File: config.mk
export PLATFORM = sky130hd
export DESIGN_NAME = mldsa_verify_sequencer
export DESIGN_NICKNAME = d
export VERILOG_FILES = /design/src/rtl/mldsa_verify_sequencer.sv
export SDC_FILE = /design/constraint.sdc
export NUM_CORES = 1
export LEC_CHECK = 0
export CAP_MARGIN = 20
export CELL_PAD_IN_SITES_DETAIL_PLACEMENT = 1
export CELL_PAD_IN_SITES_GLOBAL_PLACEMENT = 1
export CORE_AREA = 2 2 422 424
export DETAILED_ROUTE_END_ITERATION = 16
export DIE_AREA = 0 0 424 426
export GPL_ROUTABILITY_DRIVEN = 0
export PLACE_DENSITY = 0.36
export SYNTH_ARGS = -nofsm -noshare
export SYNTH_HDL_FRONTEND = slang
export SYNTH_SLANG_ARGS = --single-unit
File: constraint.sdc
create_clock -name clk -period 3.07 [get_ports clk]
set_clock_uncertainty 0.1 [all_clocks]
set_input_delay 0.614 -clock clk [delete_from_list [all_inputs] [get_ports clk]]
set_output_delay 0.614 -clock clk [all_outputs]
set_load 0.02 [all_outputs]
File: src/rtl/mldsa_verify_sequencer.sv
// Control sequencer for the ML-DSA Verify_internal datapath: launches each stage in turn,
// watches for reject/timeout, then compares c_tilde against the recomputed c_tilde'.
module mldsa_verify_sequencer #(
  parameter int NUM_STAGES = 10,
  parameter int CTILDE_W   = 512,
  parameter int TIMEOUT    = 65535,
  parameter int TMO_W      = $clog2(TIMEOUT + 1),
  parameter int IDX_W      = $clog2(NUM_STAGES)
) (
  input  logic                  clk,
  input  logic                  rst,
  input  logic                  start,
  input  logic                  abort,
  output logic                  busy,
  output logic [NUM_STAGES-1:0] stage_start,
  output logic [NUM_STAGES-1:0] stage_rst,
  input  logic [NUM_STAGES-1:0] stage_done,
  input  logic [NUM_STAGES-1:0] stage_ok,
  input  logic [CTILDE_W-1:0]   c_tilde,
  input  logic [CTILDE_W-1:0]   c_tilde_prime,
  output logic                  done,
  output logic                  valid,
  output logic [1:0]            err_code,
  output logic [IDX_W-1:0]      err_stage
);

  typedef enum logic [2:0] {
    S_IDLE,
    S_LAUNCH,
    S_WAIT,
    S_COMPARE,
    S_FINISH
  } state_t;

  localparam logic [1:0]       ERR_OK       = 2'b00;
  localparam logic [1:0]       ERR_REJECT   = 2'b01;
  localparam logic [1:0]       ERR_TIMEOUT  = 2'b10;
  localparam logic [1:0]       ERR_MISMATCH = 2'b11;
  localparam logic [IDX_W-1:0] LAST_IDX     = IDX_W'(NUM_STAGES - 1);
  localparam logic [TMO_W-1:0] TMO_LAST     = TMO_W'(TIMEOUT - 1);

  state_t           state_q, state_d;
  logic [IDX_W-1:0] idx_q, idx_d;
  logic [TMO_W-1:0] timer_q, timer_d;
  logic             valid_q, valid_d;
  logic [1:0]       err_code_q, err_code_d;
  logic [IDX_W-1:0] err_stage_q, err_stage_d;

  logic cur_done;
  logic cur_ok;
  logic ctilde_eq;
  logic stage_active;
  logic stage_launch;

  always_ff @(posedge clk or posedge rst) begin
    if (rst) begin
      state_q     <= S_IDLE;
      idx_q       <= '0;
      timer_q     <= '0;
      valid_q     <= 1'b0;
      err_code_q  <= ERR_OK;
      err_stage_q <= '0;
    end else begin
      state_q     <= state_d;
      idx_q       <= idx_d;
      timer_q     <= timer_d;
      valid_q     <= valid_d;
      err_code_q  <= err_code_d;
      err_stage_q <= err_stage_d;
    end
  end

  always_comb begin
    state_d     = state_q;
    idx_d       = idx_q;
    timer_d     = timer_q;
    valid_d     = valid_q;
    err_code_d  = err_code_q;
    err_stage_d = err_stage_q;
    cur_done    = stage_done[idx_q];
    cur_ok      = stage_ok[idx_q];
    ctilde_eq   = (c_tilde == c_tilde_prime);

    // abort outranks any done or timeout seen in the same cycle
    if (abort && (state_q != S_IDLE)) begin
      state_d = S_IDLE;
      valid_d = 1'b0;
    end else begin
      case (state_q)
        S_IDLE: begin
          if (start) begin
            state_d     = S_LAUNCH;
            idx_d       = '0;
            valid_d     = 1'b0;
            err_code_d  = ERR_OK;
            err_stage_d = '0;
          end
        end
        S_LAUNCH: begin
          timer_d = '0;
          state_d = S_WAIT;
        end
        S_WAIT: begin
          timer_d = timer_q + TMO_W'(1);
          if (cur_done) begin
            if (!cur_ok) begin
              state_d     = S_FINISH;
              err_code_d  = ERR_REJECT;
              err_stage_d = idx_q;
            end else if (idx_q == LAST_IDX) begin
              state_d = S_COMPARE;
            end else begin
              idx_d   = idx_q + IDX_W'(1);
              state_d = S_LAUNCH;
            end
          end else if (timer_q == TMO_LAST) begin
            state_d     = S_FINISH;
            err_code_d  = ERR_TIMEOUT;
            err_stage_d = idx_q;
          end
        end
        S_COMPARE: begin
          valid_d    = ctilde_eq;
          err_code_d = ctilde_eq ? ERR_OK : ERR_MISMATCH;
          state_d    = S_FINISH;
        end
        S_FINISH: begin
          state_d = S_IDLE;
        end
        default: begin
          state_d = S_IDLE;
        end
      endcase
    end
  end

  always_comb begin
    busy         = (state_q != S_IDLE);
    done         = (state_q == S_FINISH);
    stage_launch = (state_q == S_LAUNCH);
    stage_active = (state_q == S_LAUNCH) || (state_q == S_WAIT);
  end

  genvar gi;
  generate
    for (gi = 0; gi < NUM_STAGES; gi++) begin : g_stage
      assign stage_start[gi] = stage_launch && (idx_q == IDX_W'(gi));
      assign stage_rst[gi]   = !(stage_active && (idx_q == IDX_W'(gi)));
    end
  endgenerate

  assign valid     = valid_q;
  assign err_code  = err_code_q;
  assign err_stage = err_stage_q;

endmodule

==> results_dict.tcl, run 1 <==
set metrics [dict create \
    antenna_left 0 \
    final_nets 3131 \
    drive_gt1_share_pct 11.3 \
    start_util_pct 4.31 \
    synth-main-ff-cell "dfrtp_1" \
    cts_tree "built" \
    status "completed" \
    crit_type "primary input to flip-flop" \
    crit_slowest_cell "or4_4" \
    fin_crit_sh_pct 99.3 \
    rsz0062_at_grt "yes" \
    ys_ff_latch 30 \
    grt_pass1_wl_um 161000 \
    hp-class "flip-flop to flip-flop" \
    avgSynthCellArea_um2 8.36 \
    crit_path_max_incr_delay_ps 540 \
    dieArea_um2 181000 \
    yosysUniqueCellTypes 52 \
    yosysSeqAreaShare_pct 9.90 \
    antenna_found_initial 204 \
    routedWlPerCell_um 30.6 \
    max_freq_mhz 328 \
    clockBufferDepth 2 \
    synth-edff-count 0 \
    dp_hpwl_um 131000 \
    finalPower_uw 4560 \
    core_um2 176000 \
    ctsHoldBuffers 0 \
    drt_first_pass_iters 4 \
    finalHoldViolCount 0 \
    cts-htree-levels 2 \
    area_growth_pct 205 \
    fin_crit_ps 3050 \
    synthesis.nets 1961 \
    p_int_uw 2770 \
    via_per_inst 2.80 \
    synthCells 907 \
    cts-root-buf "clkbuf_16" \
    cts.sinks 30 \
    wirelength_um 136000 \
    num_vias 12400 \
    seqPwrFrac_pct 11.0 \
    p_sw_share_pct 39.3 \
    setup.worst_path.end_class "flip-flop" \
    async_flop_share_pct 100 \
    drc 0 \
    drtIter0Drc 523 \
    power.density_nw_per_um2 197 \
    tightest_slew_ps 633 \
    p_sw_uw 1790 \
    arrival_ps 3160 \
    setup_viol 0 \
    top_level_ports 1077 \
    overflow 0 \
    cp_cell_sequence "clkdlybuf4s50_1, mux4_2, mux2i_4, buf_4, a2bb2oi_4, nor2b_1, or4_4, or2_4, o211ai_2" \
    final.setup.tns_ps 0 \
    cts_made_buffers 5 \
    combPwrFrac_pct 75.9 \
    vdd_drop_max_uv 165 \
    slew-limit-headroom_pct 57.7 \
    critPathLaunchType "primary input" \
    grt_usage_pct 14.3 \
    critPathRequiredTime_ps 3180 \
    cap_violations 0 \
    p_clk_share_pct 13.1 \
    grt_pass1_vias 12800 \
    netlist_area_um2 7580 \
    crit_path_max_fanout 5 \
    fp-row-count 154 \
    io_buffers 1076 \
    drv_slew 0 \
    ys_warn_count 0 \
    grt_max_degree 31 \
    nFillCells 20700 \
    clk_pin_slew_ps 60 \
    die_w_um 424 \
    postCtsSetupRepairBufs 0 \
    clock_latency_ps 290 \
    dieHeight_um 426 \
    p_leak_uw 0.00877 \
]
power groups by stage:
stage               logic (µW)  registers [µW]  clock network [µW]
finish                    3470             502                 597
detailed placement        3410             511                   0
CTS                       3490             504                 622
global placement          3410             511                   0
global route              3700             511                 634
floorplan                 1030             511                   0
path summary, 6_finish.rpt:
check | start | to | slack (ps) | cells past startpoint
worst min-delay path | valid | valid | 430 | 1
worst min register to register | valid | valid | 430 | 1
max in group asynchronous | rst | err_code[0] | 1900 | 3
worst max-delay path | stage_ok[6] | err_code[1] | 20 | 9
worst max register to register | idx_q[0] | err_code[1] | 140 | 9
min in group asynchronous | rst | err_stage[0] | 630 | 3
logic make-up after synthesis:
family / after synthesis / synth area share, %
adders and majority gates: 6 / 0.990
xor gates and xnor gates: 518 / 59.8
muxes: 10 / 2.03
buffers and inverters: 29 / 2.48
DFF: 30 / 9.90
and+or+nand+nor: 275 / 21.4
AOI/OAI and AO/OA: 39 / 3.42
stage by stage:
step	utilization, %	instance area, µm²	setup WS, ps	hold WS, ps	std cells
6_report	13.2	23100	22.6	426	4439
5_1_grt	13.1	23100	-23.0	466	4426
4_1_cts	12.9	22700	-10.2	439	4420
3_5_place_dp	12.5	22000	-1040	413	4413
3_3_place_gp	12.5	22000	-1500	430	4411
2_1_floorplan	-	7580	504	404	907
cell usage after synthesis, types with 4 or more instances:
cell	n	share of area (%)
clkbuf_1	4	0.20
xnor2_1	101	12
mux4_2	4	1.2
nor2b_1	4	0.33
nor2_1	19	0.94
xor2_1	417	48
o21ai_0	12	0.79
a21oi_1	7	0.46
and2_1	11	0.91
nand3_1	10	0.66
nand4_1	60	5.0
ha_1	6	0.99
o22ai_1	4	0.33
or3_1	5	0.41
inv_1	18	0.89
nor3_1	4	0.26
nand2_1	27	1.3
dfrtp_1	30	9.9
nor4_1	115	9.5
buf_6	4	0.59
cells in the final DEF, fill, tap and decap left out, types with 26 or more instances in the layout:
master / n
dlymetal6s2s_1: 73
nand2_1: 26
clkdlybuf4s50_1: 890
buf_4: 91
xnor2_1: 87
dfrtp_1: 30
nor4_2: 38
xor2_1: 388
xor2_2: 28
nand4_1: 60
nor4_1: 62
dlygate4sd2_1: 102
sequential cells by signal, indices dropped and copies added, names as in the netlist:
signal / flops
err_code: 2
err_stage: 4
idx_q: 4
state_q: 3
timer_q: 16
valid: 1
metal layers:
| layer | track usage [%] | wire length (µm) |
|---|---|---|
| met3 | 5.30 | 12400 |
| met4 | 1.90 | 2710 |
| met5 | 0 | 571 |
| met1 | 17.1 | 54000 |
| met2 | 24.9 | 65900 |
area by class of cell:
class / instances / area, µm² / share of cell area [%]
flip-flops and latches: 30 / 751 / 3.25
well taps: 2340 / 2930 / 12.7
multi-input cells: 848 / 7500 / 32.5
diodes: 21 / 52.6 / 0.227
clock inverters: 3 / 45.0 / 0.195
inverters: 18 / 67.6 / 0.292
clock buffers: 5 / 125 / 0.541
repair buffers: 1174 / 11700 / 50.4
what timing repair did:
action | CTS | global route
resized for setup | 199 | 114
pin swaps | 62 | 59
endpoints found under the hold margin | 0 | 0
endpoints found under the setup margin | 7 | 13
worst max-delay path: cells and delay by family:
family	cells	cell delay [ps]
AO/OA/AOI/OAI	2	350
buffers and inverters	2	620
multiplexers	2	690
AND/OR/NAND/NOR	3	890
Power figures use the tool's default switching activity.
==> run 2, diff against run 1 <==
clock period = 3.5 ns   (was 3.07 ns; I/O delays follow)
==> results_dict.tcl, run 2 (synthesized netlist as in run 1, its figures left out) <==
set metrics [dict create \
    status "completed" \
    arrival_ps 3510 \
    met3_length_um 11900 \
    p_int_uw 2400 \
    antenna_found_initial 191 \
    area_growth_pct 194 \
    critPathRequiredTime_ps 3610 \
    min_from "valid" \
    critical_path.startpoint "stage_ok[6]" \
    largest_reg_flops 16 \
    via_per_inst 2.80 \
    setup_viol 0 \
    clockBufferDepth 2 \
    drt_first_pass_iters 4 \
    grt_pass1_vias 12600 \
    crit_path_max_incr_delay_ps 580 \
    antenna_left 0 \
    die_w_um 424 \
    cap_violations 0 \
    finalHoldViolCount 0 \
    mostFrequentLayoutCell "clkdlybuf4s50_1" \
    placed_cells 4388 \
    r2r_cells 8 \
    p_sw_share_pct 38.7 \
    tightest_slew_ps 821 \
    crit_type "primary input to flip-flop" \
    dieArea_um2 181000 \
    rr_startpoint "idx_q[1]" \
    p_clk_share_pct 13.1 \
    vdd_drop_max_uv 150 \
    fin_crit_ps 3400 \
    overflow 0 \
    routedWlPerCell_um 30.8 \
    rsz0062_at_grt "no" \
    grt_usage_pct 14.3 \
    final_cell_mix "clkdlybuf4s50_1, xor2_1, xnor2_1, nor4_1, buf_4" \
    nFillCells 20800 \
    num_vias 12400 \
    drv_slew 0 \
    final_nets 3109 \
    dieHeight_um 426 \
    io_buffers 1076 \
    rrSetupSlack_ps 140 \
    wl_met2_um 65400 \
    drtIter0Drc 560 \
    cts.sinks 30 \
    crit_end "err_code[0]" \
    dp_hpwl_um 131000 \
    combPwrFrac_pct 75.3 \
    slew-limit-headroom_pct 45.3 \
    clock_latency_ps 290 \
    grt_max_degree 31 \
    p_sw_uw 1520 \
    cts_made_buffers 5 \
    postCtsSetupRepairBufs 0 \
    cts-root-buf "clkbuf_16" \
    hp-class "flip-flop to flip-flop" \
    wirelength_um 136000 \
    start_util_pct 4.31 \
    crit_path_max_fanout 5 \
    final_cells 4409 \
    setup.worst_path.end_class "flip-flop" \
    max_freq_mhz 294 \
    crit_slowest_cell "or4_4" \
    critPathLaunchType "primary input" \
    cts_tree "built" \
    drc 0 \
    top_level_ports 1077 \
    regMostFlops "timer_q" \
    seqPwrFrac_pct 11.7 \
    cts-htree-levels 2 \
    grt_pass1_wl_um 161000 \
    cp_cell_sequence "clkdlybuf4s50_1, mux4_2, mux2i_1, buf_4, a2bb2oi_2, nor2b_1, or4_4, or2_4, o21ai_1" \
    met1_length_um 55000 \
    core_um2 176000 \
    drive_gt1_share_pct 6.57 \
    fp-row-count 154 \
    top_layer_used "met5" \
    clk_pin_slew_ps 50 \
    worstReg2RegEnd "err_code[0]" \
    power.density_nw_per_um2 176 \
    p_leak_uw 0.00773 \
    holdWs_ps 430 \
    fin_crit_sh_pct 97.1 \
]
==> run 2: changes by cell type in the layout (fill, tap and decap cells not counted), moves of 6 or more <==
cell / before / now
nor4_1: 62 / 87
nor4_2: 38 / 16
clkdlybuf4s50_1: 890 / 1071
xor2_2: 28 / 1
dlymetal6s2s_1: 73 / 4
diode_2: 21 / 13
xor2_1: 388 / 416
buf_4: 91 / 74
dlygate4sd2_1: 102 / 1
buf_6: 7 / 0
xnor2_1: 87 / 97
buf_12: 7 / 1
xnor2_2: 14 / 3
==> run 2: worst max-delay path, delay by kind of cell <==
| kind | cells | cell delay, ps |
|---|---|---|
| muxes | 2 | 750 |
| buffers and inverters | 2 | 630 |
| and+or+nand+nor | 3 | 960 |
| AOI/OAI and AO/OA | 2 | 450 |
==> run 2: how the worst min path moves through the flow <==
stage / end / slack, ps / cells after the start
6_report: valid / 430 / 1
5_1_grt: err_code[1] / 470 / 2
4_1_cts: err_stage[2] / 440 / 2
3_5_place_dp: valid / 420 / 1
3_3_place_gp: valid / 410 / 1
2_1_floorplan: timer_q[14] / 400 / 2
==> run 2: per-layer routing <==
| layer | track usage (%) | up-vias |
|---|---|---|
| met1 | 17.2 | 5680 |
| met4 | 2.06 | 80 |
| met3 | 5.11 | 298 |
| met5 | 0 | - |
| li1 | - | 5484 |
| met2 | 24.8 | 814 |
==> run 2: repair_timing <==
item / CTS / global route
endpoints found under the setup margin: 3 / 7
hold buffers: 0 / 0
gates resized for setup: 32 / 17
pin swaps: 6 / 9
==> run 2: area by class of cell <==
| class | instances | area, µm² | share of cell area [%] |
|---|---|---|---|
| inverters | 18 | 67.6 | 0.303 |
| well taps | 2340 | 2930 | 13.1 |
| diodes | 13 | 32.5 | 0.146 |
| repair buffers | 1152 | 11400 | 51.0 |
| clock inverters | 1 | 30.0 | 0.135 |
| clock buffers | 7 | 133 | 0.595 |
| flip-flops and latches | 30 | 752 | 3.37 |
| multi-input cells | 848 | 6980 | 31.3 |
==> run 2: metrics by stage <==
step,TNS (ps),utilization (%),cell area [µm²],power (µW),setup slack [ps]
2_1_floorplan,0,-,7580,1350,848
3_3_place_gp,-4280,12.4,21800,3390,-1430
3_5_place_dp,-2690,12.4,21800,3390,-879
4_1_cts,0,12.6,22200,3970,11.4
5_1_grt,0,12.7,22300,4170,0.284
6_report,0,12.7,22300,3920,101
==> run 2: power groups by stage <==
stage               clock network [µW]  registers, µW  logic [µW]
floorplan                            0            449         902
global placement                     0            466        2920
detailed placement                   0            465        2920
CTS                                535            460        2970
global route                       551            467        3150
finish                             512            457        2950
==> run 3, diff against run 2 <==
CTS_BUF_LIST = sky130_fd_sc_hd__clkbuf_4 sky130_fd_sc_hd__clkbuf_8 sky130_fd_sc_hd__clkbuf_16   (was not set)
TNS_END_PERCENT = 100   (was not set)
==> results_dict.tcl, run 3 (synthesized netlist as in run 1, its figures left out) <==
set metrics [dict create \
    status "completed" \
    critPathLaunchType "primary input" \
    cap_violations 0 \
    tightest_slew_ps 821 \
    wirelength_um 136000 \
    crit_path_max_fanout 5 \
    dpl-instance-area_um2 21800 \
    clockBufferDepth 2 \
    core_um2 176000 \
    fin_crit_sh_pct 97.1 \
    postCtsSetupRepairBufs 0 \
    fp-row-count 154 \
    grt_usage_pct 14.3 \
    drv_slew 0 \
    finalHoldViolCount 0 \
    cts-htree-levels 2 \
    vdd_drop_max_uv 148 \
    drtIter0Drc 560 \
    dp_hpwl_um 131000 \
    antenna_found_initial 191 \
    slew-limit-headroom_pct 45.3 \
    cts-root-buf "clkbuf_16" \
    largest_reg_flops 16 \
    grt_pass1_wl_um 161000 \
    cts_made_buffers 5 \
    setup_viol 0 \
    p_leak_uw 0.00774 \
    clock_latency_ps 290 \
    fin_crit_ps 3400 \
    cts.sinks 30 \
    arrival_ps 3510 \
    dieArea_um2 181000 \
    overflow 0 \
    hp-class "flip-flop to flip-flop" \
    num_vias 12400 \
    grt_pass1_vias 12600 \
    place_ws_ps -879 \
    mostFrequentLayoutCell "clkdlybuf4s50_1" \
    start_util_pct 4.31 \
    fin_util_pct 12.7 \
    area_growth_pct 194 \
    drive_gt1_share_pct 6.66 \
    die_w_um 424 \
    rsz0062_at_grt "no" \
    critPathRequiredTime_ps 3610 \
    setup.worst_path.end_class "flip-flop" \
    cts_tree "built" \
    power.density_nw_per_um2 177 \
    crit_type "primary input to flip-flop" \
    drc 0 \
    dieHeight_um 426 \
    io_buffers 1076 \
    final_cell_mix "clkdlybuf4s50_1, xor2_1, xnor2_1, nor4_1, buf_4" \
    clk_pin_slew_ps 50 \
    routedWlPerCell_um 30.8 \
    fin_area_um2 22300 \
    worst_slack_ps 101 \
    grt_max_degree 31 \
    final_nets 3109 \
    drt_first_pass_iters 4 \
    via_per_inst 2.80 \
    ctsHoldBuffers 0 \
    antenna_left 0 \
    regMostFlops "timer_q" \
    max_freq_mhz 294 \
    top_level_ports 1077 \
]
==> run 3: cell counts in the layout (fill, tap and decap cells not counted) <==
Identical to the previous run, type by type.
==> run 3: layer usage <==
metal  GRT usage [%]  vias to the layer above  wire length, µm  share of wire [%]
met2            24.8                      814            65400                 48
met1            17.2                     5680            55000                 40
li1                -                     5484                -                  -
met3            5.11                      298            11900                8.8
met5               0                        -              539               0.40
met4            2.06                       80             3130                2.3
==> run 3: power by group <==
part	total [µW]	internal, µW	switching (µW)	leakage [µW]
registers	457	397	60.2	0.000413
clock network	527	352	175	0.0000850
logic	2950	1670	1280	0.00724
==> run 3: cell type report <==
class / instances / area, µm²
fill: 20800 / 153000
inverter: 18 / 67.6
clock inverter: 1 / 30.0
sequential: 30 / 752
antenna: 13 / 32.5
timing repair buffer: 1152 / 11400
tap: 2340 / 2930
multi-input combinational: 848 / 6980
clock buffer: 7 / 140
==> run 3: repair_timing <==
| item | 4_1_cts | 5_1_grt |
|---|---|---|
| pin swaps | 6 | 9 |
| gates resized for setup | 32 | 17 |
| gates cloned | 0 | 0 |
| setup endpoints to repair | 3 | 7 |
==> run 3: worst paths after layout <==
check,from,end,slack [ps],depth (start not counted)
min in group asynchronous,rst,err_stage[0],730,3
max in group asynchronous,rst,idx_q[0],2190,3
min,valid,valid,430,1
max,stage_ok[6],err_code[0],100,9
min reg2reg,valid,valid,430,1
max reg2reg,idx_q[1],err_code[0],140,8
==> run 3: worst max-delay path, stage by stage <==
cell	delay [ps]
clkdlybuf4s50_1	450
mux4_2	470
mux2i_1	280
buf_4	180
a2bb2oi_2	310
nor2b_1	120
or4_4	580
or2_4	260
o21ai_1	140
==> run 3: through the flow <==
stage,power (µW),instances,setup TNS (ps),hold WS (ps)
after global routing,4180,4400,0,466
after detailed placement,3390,4388,-2690,424
final,3940,4409,0,430
after floorplan,1350,907,0,404
after global placement,3390,4386,-4280,414
after CTS,3990,4396,0,440
